==> config.mk <==
export PLATFORM = sky130hd
export DESIGN_NAME = pc_branch_unit_flat
export DESIGN_NICKNAME = d
export VERILOG_FILES = /design/src/rtl/pc_branch_unit_if.sv /design/src/rtl/pc_branch_unit.sv /design/src/flat_wrapper.sv
export SDC_FILE = /design/constraint.sdc
export NUM_CORES = 1
export LEC_CHECK = 0
export BUFFER_PORTS_ARGS = -buffer_cell sky130_fd_sc_hd__buf_4
export CAP_MARGIN = 10
export CORE_ASPECT_RATIO = 1.4
export CORE_MARGIN = 1.5
export CORE_UTILIZATION = 35
export DETAILED_ROUTE_END_ITERATION = 10
export SETUP_SLACK_MARGIN = 0.4
export SLEW_MARGIN = 10
export SYNTH_ARGS = -nofsm -noshare
export SYNTH_HDL_FRONTEND = slang
export SYNTH_SLANG_ARGS = --single-unit
export TNS_END_PERCENT = 1
==> constraint.sdc <==
create_clock -name clk -period 3.47 [get_ports clk]
set_input_delay 0.1735 -clock clk [delete_from_list [all_inputs] [get_ports clk]]
set_output_delay 0.1735 -clock clk [all_outputs]
set_load 0.05 [all_outputs]
==> src/rtl/pc_branch_unit_if.sv <==
// Signal bundle between decode/fetch and the PC/branch stage.
// The taken_count signal exists only when BRANCH_COUNT_EN is defined.
interface pc_branch_unit_if #(
    parameter int unsigned PC_W = 32
);
    logic            stall;
    logic            br_valid;
    logic [2:0]      br_type;
    logic [PC_W-1:0] br_pc;
    logic [31:0]     offset;
    logic [31:0]     reg_target;
    logic [31:0]     rs_val;
    logic            carry;
    logic [PC_W-1:0] pc;
    logic            flush;
    logic            link_we;
    logic [31:0]     link_data;
    logic            redirect_pending;
`ifdef BRANCH_COUNT_EN
    logic [15:0]     taken_count;

    modport master (
        output stall, br_valid, br_type, br_pc, offset, reg_target, rs_val, carry,
        input  pc, flush, link_we, link_data, redirect_pending, taken_count
    );
    modport slave (
        input  stall, br_valid, br_type, br_pc, offset, reg_target, rs_val, carry,
        output pc, flush, link_we, link_data, redirect_pending, taken_count
    );
`else
    modport master (
        output stall, br_valid, br_type, br_pc, offset, reg_target, rs_val, carry,
        input  pc, flush, link_we, link_data, redirect_pending
    );
    modport slave (
        input  stall, br_valid, br_type, br_pc, offset, reg_target, rs_val, carry,
        output pc, flush, link_we, link_data, redirect_pending
    );
`endif
endinterface

==> src/rtl/pc_branch_unit.sv <==
// Program counter and branch resolution: evaluates the branch condition, redirects fetch and
// emits one-cycle flush/link pulses. Define BRANCH_COUNT_EN to add a saturating taken_count.
module pc_branch_unit #(
    parameter int unsigned     PC_W     = 32,
    parameter logic [PC_W-1:0] RESET_PC = '0,
    parameter int unsigned     INC      = 1
) (
    input logic             clk,
    input logic             rst,
    pc_branch_unit_if.slave bus
);

    typedef enum logic [2:0] {
        BrB, BrReg, BrLtz, BrZ, BrNz, BrL, BrCy, BrNcy
    } br_type_e;

    typedef enum logic [0:0] {StRun, StPending} state_e;

    state_e          state_q, state_d;
    logic [PC_W-1:0] pc_q, pc_d;
    logic            flush_q, flush_d;
    logic            link_we_q, link_we_d;
    logic [31:0]     link_data_q, link_data_d;
    logic [PC_W-1:0] tgt_q, tgt_d;
    logic            pend_bl_q, pend_bl_d;
    logic [31:0]     pend_link_q, pend_link_d;

    logic            taken;
    logic            accept;
    logic            is_bl;
    logic [PC_W-1:0] target;
    logic [31:0]     link_val;

    always_comb begin
        taken = 1'b0;
        unique case (br_type_e'(bus.br_type))
            BrB, BrReg, BrL: taken = 1'b1;
            BrLtz:           taken = bus.rs_val[31];
            BrZ:             taken = (bus.rs_val == '0);
            BrNz:            taken = (bus.rs_val != '0);
            BrCy:            taken = bus.carry;
            BrNcy:           taken = ~bus.carry;
            default:         taken = 1'b0;
        endcase
    end

    // The instruction in decode during a flush cycle is wrong-path and must not redirect again.
    assign accept   = bus.br_valid && !flush_q && taken;
    assign is_bl    = (br_type_e'(bus.br_type) == BrL);
    assign target   = (br_type_e'(bus.br_type) == BrReg) ? bus.reg_target[PC_W-1:0]
                                                         : bus.br_pc + bus.offset[PC_W-1:0];
    assign link_val = 32'(bus.br_pc + PC_W'(INC));

    always_comb begin
        state_d     = state_q;
        pc_d        = pc_q;
        flush_d     = 1'b0;
        link_we_d   = 1'b0;
        link_data_d = link_data_q;
        tgt_d       = tgt_q;
        pend_bl_d   = pend_bl_q;
        pend_link_d = pend_link_q;
        unique case (state_q)
            StRun: begin
                if (!bus.stall) begin
                    if (accept) begin
                        pc_d    = target;
                        flush_d = 1'b1;
                        if (is_bl) begin
                            link_we_d   = 1'b1;
                            link_data_d = link_val;
                        end
                    end else begin
                        pc_d = pc_q + PC_W'(INC);
                    end
                end else if (accept) begin
                    state_d     = StPending;
                    tgt_d       = target;
                    pend_bl_d   = is_bl;
                    pend_link_d = link_val;
                end
            end
            StPending: begin
                if (!bus.stall) begin
                    state_d = StRun;
                    pc_d    = tgt_q;
                    flush_d = 1'b1;
                    if (pend_bl_q) begin
                        link_we_d   = 1'b1;
                        link_data_d = pend_link_q;
                    end
                end
            end
            default: state_d = StRun;
        endcase
    end

    always_ff @(posedge clk) begin
        if (rst) begin
            state_q     <= StRun;
            pc_q        <= RESET_PC;
            flush_q     <= 1'b0;
            link_we_q   <= 1'b0;
            link_data_q <= '0;
            tgt_q       <= '0;
            pend_bl_q   <= 1'b0;
            pend_link_q <= '0;
        end else begin
            state_q     <= state_d;
            pc_q        <= pc_d;
            flush_q     <= flush_d;
            link_we_q   <= link_we_d;
            link_data_q <= link_data_d;
            tgt_q       <= tgt_d;
            pend_bl_q   <= pend_bl_d;
            pend_link_q <= pend_link_d;
        end
    end

    assign bus.pc               = pc_q;
    assign bus.flush            = flush_q;
    assign bus.link_we          = link_we_q;
    assign bus.link_data        = link_data_q;
    assign bus.redirect_pending = (state_q == StPending);

`ifdef BRANCH_COUNT_EN
    logic [15:0] count_q;

    always_ff @(posedge clk) begin
        if (rst) begin
            count_q <= '0;
        end else if (flush_d && count_q != 16'hFFFF) begin
            count_q <= count_q + 16'd1;
        end
    end

    assign bus.taken_count = count_q;
`endif

endmodule

==> src/flat_wrapper.sv <==
// flat-port wrapper written by rule: the top's interface ports become plain ports
module pc_branch_unit_flat 
#(
    parameter int unsigned     PC_W     = 32,
    parameter logic [PC_W-1:0] RESET_PC = '0,
    parameter int unsigned     INC      = 1
)
  (clk, rst, bus_stall, bus_br_valid, bus_br_type, bus_br_pc, bus_offset, bus_reg_target, bus_rs_val, bus_carry, bus_pc, bus_flush, bus_link_we, bus_link_data, bus_redirect_pending);
  pc_branch_unit_if #(.PC_W(PC_W)) bus_i ();
  input logic clk;
  input logic rst;
  input wire logic [$bits(bus_i.stall)-1:0] bus_stall;
  input wire logic [$bits(bus_i.br_valid)-1:0] bus_br_valid;
  input wire logic [$bits(bus_i.br_type)-1:0] bus_br_type;
  input wire logic [$bits(bus_i.br_pc)-1:0] bus_br_pc;
  input wire logic [$bits(bus_i.offset)-1:0] bus_offset;
  input wire logic [$bits(bus_i.reg_target)-1:0] bus_reg_target;
  input wire logic [$bits(bus_i.rs_val)-1:0] bus_rs_val;
  input wire logic [$bits(bus_i.carry)-1:0] bus_carry;
  output wire logic [$bits(bus_i.pc)-1:0] bus_pc;
  output wire logic [$bits(bus_i.flush)-1:0] bus_flush;
  output wire logic [$bits(bus_i.link_we)-1:0] bus_link_we;
  output wire logic [$bits(bus_i.link_data)-1:0] bus_link_data;
  output wire logic [$bits(bus_i.redirect_pending)-1:0] bus_redirect_pending;
  assign bus_i.stall = bus_stall;
  assign bus_i.br_valid = bus_br_valid;
  assign bus_i.br_type = bus_br_type;
  assign bus_i.br_pc = bus_br_pc;
  assign bus_i.offset = bus_offset;
  assign bus_i.reg_target = bus_reg_target;
  assign bus_i.rs_val = bus_rs_val;
  assign bus_i.carry = bus_carry;
  assign bus_pc = bus_i.pc;
  assign bus_flush = bus_i.flush;
  assign bus_link_we = bus_i.link_we;
  assign bus_link_data = bus_i.link_data;
  assign bus_redirect_pending = bus_i.redirect_pending;
  pc_branch_unit #(.PC_W(PC_W), .RESET_PC(RESET_PC), .INC(INC)) u_core (.clk(clk), .rst(rst), .bus(bus_i));
endmodule
==> results.sh, run 1 <==
export IMPL_portBuffers=202
export IMPL_dp_cells=1640
export IMPL_synth_main_ff_cell="dfxtp_1"
export IMPL_rsz0062_at_grt="no"
export IMPL_grt_pass1_vias=9002
export IMPL_synth_edf_count=0
export IMPL_design_area_sq_mm=0.0112
export IMPL_maxCapViolCount=0
export IMPL_status="complete, no violations"
export IMPL_synth_adder_area_share_pct=4.89
export IMPL_io_pins=203
export IMPL_fin_crit_sh_pct=75.1
export IMPL_slew_viol_final=0
export IMPL_vias=9426
export IMPL_slew_headroom_pct=40.7
export IMPL_final_min_clock_period_ns=2.61
export IMPL_clock_path_buffers=2
export IMPL_cp_max_fo=6
export IMPL_route_met2_wl_mm=15.4
export IMPL_cts_tree="built"
export IMPL_ys_ff_latch=132
export IMPL_dp_hpwl_mm=23.4
export IMPL_powerDensity_mw_per_mm2=422
export IMPL_p_comb_share_pct=27.2
export IMPL_swShare_pct=34.2
export IMPL_net_switching_power_mw=1.61
export IMPL_die_h_um=191
export IMPL_seq_area_sq_mm=0.00264
export IMPL_multi_input_area_sq_mm=0.00575
export IMPL_worstPathCellList="ha_1 -> and3_1 -> nand3_1 -> nor3_1 -> buf_4 -> and2_1 -> nand3_1 -> xnor2_1 -> a221oi_1 -> o22ai_1"
export IMPL_cts_reportedPaths_clkPinSlew_ns=0.06
export IMPL_grt_pass1_wl_mm=48.5
export IMPL_synth_xor_area_share_pct=8.22
export IMPL_num_antenna_cells=0
export IMPL_synthMuxAreaShare_pct=2.11
export IMPL_die_w_um=137
export IMPL_setup_viol=0
export IMPL_synth_area_per_cell_sq_um=7.47
export IMPL_layout_cells_non_filler=1672
export IMPL_skew_ns=0.00800
export IMPL_finalWorstSetupSlack_ns=0.865
export IMPL_arrival_ns=2.91
export IMPL_cts_sinks=132
export IMPL_routed_wirelength_mm=31.3
export IMPL_cts_buffers=17
export IMPL_route_met3_wl_mm=1.59
export IMPL_drtAntennaViolNets=0
export IMPL_grt_max_degree=80
export IMPL_netlist_instances=1184
export IMPL_track_usage_pct=23.9
export IMPL_insertion_delay_ns=0.43
export IMPL_place_gp_congestion=0.931
export IMPL_vdd_ir_drop_max_v=0.000353
export IMPL_setup_tns_ns=0
export IMPL_drt_met1_wl_mm=13.1
export IMPL_hold_viol=0
export IMPL_drt_first_pass_iters=7
export IMPL_slowest_delay_ns=0.41
export IMPL_syn_nets=1354
export IMPL_rows=68
export IMPL_wire_per_inst_um=18.7
export IMPL_drcViolationCount=0
export IMPL_cts_resized=0
export IMPL_ys_warnings_count=0
export IMPL_placed_cell_area_sq_mm=0.0106
export IMPL_htreeDepth=4
export IMPL_synth_top_family_by_area="compound AO/OA/AOI/OAI gates"
export IMPL_p_clk_share_pct=36.8
export IMPL_p_leak_nw=4.40
export IMPL_area_delta_synth_final_pct=26.0
export IMPL_routed_top_layer="met4"
export IMPL_pwr_share_seq_pct=36.0
export IMPL_die_area_sq_mm=0.0263
export IMPL_yosysSeqAreaShare_pct=29.9
export IMPL_fill_cells=2537
export IMPL_max_freq_ghz=0.384
export IMPL_drt_initial_drc_count=700
export IMPL_synth_cell_types=71
export IMPL_end_kind="flop"
export IMPL_final_core_util_pct=45.0
export IMPL_whs_ns=0.0233
export IMPL_grt_antenna_before_repair=0
export IMPL_core_area_sq_mm=0.0248
export IMPL_overflow=0
export IMPL_dp_worst_setup_slack_ns=0.420
export IMPL_worstMarginPinSlew_ns=0.890
export IMPL_synthArstFlopShare_pct=0
export IMPL_synthSimpleGateAreaFrac_pct=24.0
export IMPL_viasPerCell=5.64
export IMPL_nets=1515
export IMPL_cp_slowest_cell="dfxtp_1"
export IMPL_drive_gt1_share_pct=19.9
export IMPL_start_util_pct=35.7
export IMPL_critPathLaunchType="flop"
export IMPL_synth_compound_area_share_pct=25.8
export IMPL_fin_total_pwr_mw=4.71
export IMPL_crit_top_cell="nand3_1"
export IMPL_hp_class="in2reg"
export IMPL_syn_area_sq_mm=0.00885
export IMPL_clockRootBuffer="clkbuf_16"
export IMPL_cts_setup_buffers=0
export IMPL_critPathKind="reg2reg"
export IMPL_intPower_mw=3.10
export IMPL_crit_required_ns=3.77
## registers in the layout (all words and copies together) (netlist names)
| name | cells |
|---|---|
| u_core.pend_link_q | 32 |
| u_core.bus.link_data | 32 |
| u_core.bus.redirect_pending | 1 |
| u_core.tgt_q | 32 |
| u_core.bus.flush | 1 |
| u_core.bus.pc | 32 |
| u_core.pend_bl_q | 1 |
| u_core.bus.link_we | 1 |
## synthesized netlist by cell type, types with 3 or more instances
cell type,n,area [sq um]
xor2_1,30,263
or4_1,5,37.5
and3_1,19,119
and4_1,7,61.3
a21boi_0,5,37.5
o21a_1,4,30.0
xnor2_1,53,464
mux2i_1,13,130
nand2_1,170,638
buf_2,23,115
a21o_1,11,82.6
mux2_2,5,56.3
a311oi_1,3,26.3
a41oi_1,4,35.0
nand4_1,21,131
and2_1,11,68.8
a221oi_1,24,210
nor2b_1,3,18.8
a21oi_1,111,556
clkbuf_1,55,206
dfxtp_1,132,2640
o22ai_1,3,18.8
nand3_1,39,195
o31ai_1,5,37.5
o21ai_0,60,300
inv_1,25,93.8
a2111oi_0,4,35.0
o211ai_1,23,173
o21bai_1,4,30.0
a211o_1,3,26.3
nor2_1,117,439
a211oi_1,57,428
ha_1,33,413
nor3_1,29,145
nor4_1,14,87.6
nand2b_1,11,68.8
## power by group through the flow
stage / Combinational (mW) / Clock, mW / Sequential, mW
6_report: 1.28 / 1.73 / 1.69
5_1_grt: 1.40 / 1.82 / 1.71
4_1_cts: 1.28 / 1.76 / 1.69
3_5_place_dp: 1.27 / 0 / 1.73
3_3_place_gp: 1.26 / 0 / 1.72
2_1_floorplan: 0.701 / 0 / 1.83
## layout make-up
cell class | instances | share of cell area (%)
inverter | 26 | 0.875
clock buffer | 18 | 3.85
multi-input combinational | 943 | 51.6
tap | 315 | 3.53
sequential | 132 | 23.7
clock inverter | 13 | 1.14
timing repair buffer | 225 | 15.3
## final timing paths
kind | startpoint | to | slack, ns | depth (start not counted)
worst max-delay path | u_core.bus.pc[0] | u_core.bus.pc[24] | 0.86 | 10
worst min-delay path | bus_reg_target[23] | u_core.tgt_q[23] | 0.02 | 3
worst max register to register | u_core.bus.pc[0] | u_core.bus.pc[24] | 0.86 | 10
worst min register to register | u_core.bus.link_data[0] | u_core.bus.link_data[0] | 0.45 | 2
## critical path: cells and delay by family (launching register included)
kind / cells / cell delay [ns]
AO/OA/AOI/OAI: 2 / 0.41
adder cells (fa/ha/maj): 1 / 0.22
flip-flops: 1 / 0.41
AND/OR/NAND/NOR: 5 / 1.12
XOR/XNOR: 1 / 0.16
buffers and inverters: 1 / 0.18
## cell families after synthesis
kind of cell / Yosys count
XOR/XNOR: 83
AO/OA/AOI/OAI: 349
AND/OR/NAND/NOR: 459
multiplexers: 18
flip-flops: 132
buffers and inverters: 109
adder cells (fa/ha/maj): 34
## routing by layer
layer	vias up	GRT usage, %
met5	-	0
met4	0	11.1
met3	62	3.24
met2	321	40.1
met1	4425	29.9
li1	4618	-
## placed cells by master (no fill, tap or decap), types with 5 or more instances in the layout
cell       netlist  layout
or4_1            5       5
mux2i_1         13      13
dfxtp_1        132     131
nand2b_1        11      11
and2_1          11      11
clkbuf_16        0      17
a21o_1          11      11
xor2_1          30      30
a211oi_1        57      57
nor2_1         117     117
a221oi_1        24      24
xnor2_1         53      53
buf_4            1     223
nor4_1          14      14
and3_1          19      19
a21oi_1        111     111
nand2_1        170     170
inv_1           25      25
ha_1            33      33
o21ai_0         60      60
nand3_1         39      39
a21boi_0         5       5
o31ai_1          5       5
o211ai_1        23      23
and4_1           7       7
nor3_1          29      28
nand4_1         21      21
mux2_2           5       5
## timing repair
action / 4_1_cts / 5_1_grt
hold endpoints to repair: 1 / 0
setup endpoints to repair: 0 / 0
hold buffers: 1 / 0
(Power assumes the default switching activity.)
==> run 2, diff against run 1 <==
==> constraint.sdc (replaced) <==
create_clock -name clk -period 2.5 [get_ports clk]
set_input_delay 0.125 -clock clk [delete_from_list [all_inputs] [get_ports clk]]
set_output_delay 0.125 -clock clk [all_outputs]
set_load 0.05 [all_outputs]
==> results.sh, run 2 (same netlist as run 1, synthesis figures left out) <==
export IMPL_status="complete, no violations"
export IMPL_cp_max_fo=3
export IMPL_fin_crit_sh_pct=93.3
export IMPL_drtAntennaViolNets=0
export IMPL_overflow=0
export IMPL_hold_viol=0
export IMPL_insertion_delay_ns=0.43
export IMPL_drive_gt1_share_pct=27.4
export IMPL_place_gp_congestion=0.908
export IMPL_critPathKind="in2reg"
export IMPL_cts_sinks=132
export IMPL_mostFrequentLayoutCells="buf_4 (305), nand2_1 (170), nor2_1 (117), dfxtp_1 (115), a21oi_1 (109)"
export IMPL_cp_slowest_cell="fa_2"
export IMPL_p_leak_nw=4.94
export IMPL_slew_viol_final=0
export IMPL_die_area_sq_mm=0.0263
export IMPL_core_area_sq_mm=0.0248
export IMPL_cts_buffers=17
export IMPL_cts_reportedPaths_clkPinSlew_ns=0.06
export IMPL_slew_headroom_pct=59.7
export IMPL_grt_pass1_vias=9321
export IMPL_num_antenna_cells=0
export IMPL_skew_ns=0.00868
export IMPL_drt_first_pass_iters=4
export IMPL_maxCapViolCount=0
export IMPL_slowest_delay_ns=0.39
export IMPL_rsz0062_at_grt="yes"
export IMPL_die_w_um=137
export IMPL_min_from="bus_reg_target[29]"
export IMPL_seq_area_sq_mm=0.00267
export IMPL_htreeDepth=4
export IMPL_fill_cells=2485
export IMPL_die_h_um=191
export IMPL_final_common_cell="buf_4"
export IMPL_end_kind="flop"
export IMPL_worstMarginPinSlew_ns=0.604
export IMPL_routed_wirelength_mm=33.0
export IMPL_setup_tns_ns=0
export IMPL_finalWorstSetupSlack_ns=0.167
export IMPL_start_util_pct=35.7
export IMPL_track_usage_pct=25.0
export IMPL_io_pins=203
export IMPL_critPathLaunchType="primary input"
export IMPL_grt_max_degree=104
export IMPL_layout_cells_non_filler=1767
export IMPL_dp_worst_setup_slack_ns=-0.431
export IMPL_cts_tree="built"
export IMPL_multi_input_area_sq_mm=0.00589
export IMPL_rows=68
export IMPL_drcViolationCount=0
export IMPL_crit_required_ns=2.81
export IMPL_setup_viol=0
export IMPL_grt_antenna_before_repair=0
export IMPL_worstPathCellList="buf_4 -> ha_4 -> fa_2 -> a211oi_4 -> o211ai_1 -> a21boi_2 -> buf_4 -> o21a_1 -> o21ai_0 -> xor2_1 -> mux2i_1 -> a2111oi_1"
export IMPL_clockRootBuffer="clkbuf_16"
export IMPL_dp_cells=1731
export IMPL_area_delta_synth_final_pct=37.3
export IMPL_nets=1609
export IMPL_powerDensity_mw_per_mm2=563
export IMPL_crit_top_cell="buf_4"
export IMPL_clock_path_buffers=2
export IMPL_max_freq_ghz=0.429
export IMPL_vdd_ir_drop_max_v=0.000499
export IMPL_final_min_clock_period_ns=2.33
export IMPL_drt_initial_drc_count=642
export IMPL_wire_per_inst_um=18.7
export IMPL_grt_pass1_wl_mm=50.4
export IMPL_portBuffers=202
export IMPL_hp_class="in2reg"
export IMPL_dp_hpwl_mm=25.1
export IMPL_viasPerCell=5.53
export IMPL_crit_start="bus_br_pc[0]"
export IMPL_vias=9774
export IMPL_arrival_ns=2.65
export IMPL_r2r_start="u_core.bus.pc[0]"
## run 2: stage by stage
| stage | hold slack, ns | cell area (sq um) | util [%] | power (mW) |
|---|---|---|---|---|
| after floorplan | 0.221 | 8990 | - | 3.55 |
| after global placement | 0.409 | 11500 | 46.5 | 4.39 |
| after detailed placement | 0.423 | 11500 | 46.5 | 4.40 |
| after CTS | 0.0125 | 12100 | 49.0 | 6.86 |
| after global routing | 0.0286 | 12200 | 49.1 | 7.14 |
| final | 0.0211 | 12200 | 49.1 | 6.84 |
## run 2: what timing repair did
action	4_1_cts	5_1_grt
endpoints found under the setup margin	55	128
hold buffers	3	0
hold endpoints to repair	3	0
cloned	0	0
pin swaps	8	1
gates resized for setup	6	3
buffers inserted	0	1
## run 2: layout make-up
cell class	count	share of cell area (%)
Timing Repair Buffer	319	20.9
Tap cell	315	3.24
Clock buffer	17	3.50
Multi-Input combinational cell	943	48.5
Inverter	26	0.803
Sequential cell	132	22.0
Clock inverter	15	1.12
## run 2: final timing paths
path | cells after the start | slack, ns | end
worst max-delay path | 12 | 0.17 | u_core.bus.pc[18]
worst min-delay path | 3 | 0.02 | u_core.tgt_q[29]
worst max register to register | 9 | 0.23 | u_core.bus.pc[24]
worst min register to register | 2 | 0.45 | u_core.bus.link_data[27]
## run 2: report_power, final
group          internal (mW)  leakage, nW  switching, mW  total, mW
logic                  0.875         3.58           1.18       2.06
clock network           1.32        0.277           1.13       2.45
registers               2.24         1.09          0.102       2.34
## run 2: critical path: cells and delay by family
kind / cells / cell delay, ns
AOI/OAI and AO/OA: 6 / 1.33
xor gates and xnor gates: 1 / 0.22
adders and majority gates: 2 / 0.56
buffers and inverters: 2 / 0.26
muxes: 1 / 0.16
## run 2: layer usage
layer / vias to the layer above / wire (um) / track usage (%)
li1: 4799 / - / -
met1: 4606 / 13600 / 30.5
met2: 308 / 16800 / 43.8
met3: 61 / 1480 / 3.18
met4: 0 / 1130 / 9.80
met5: - / 0 / 0
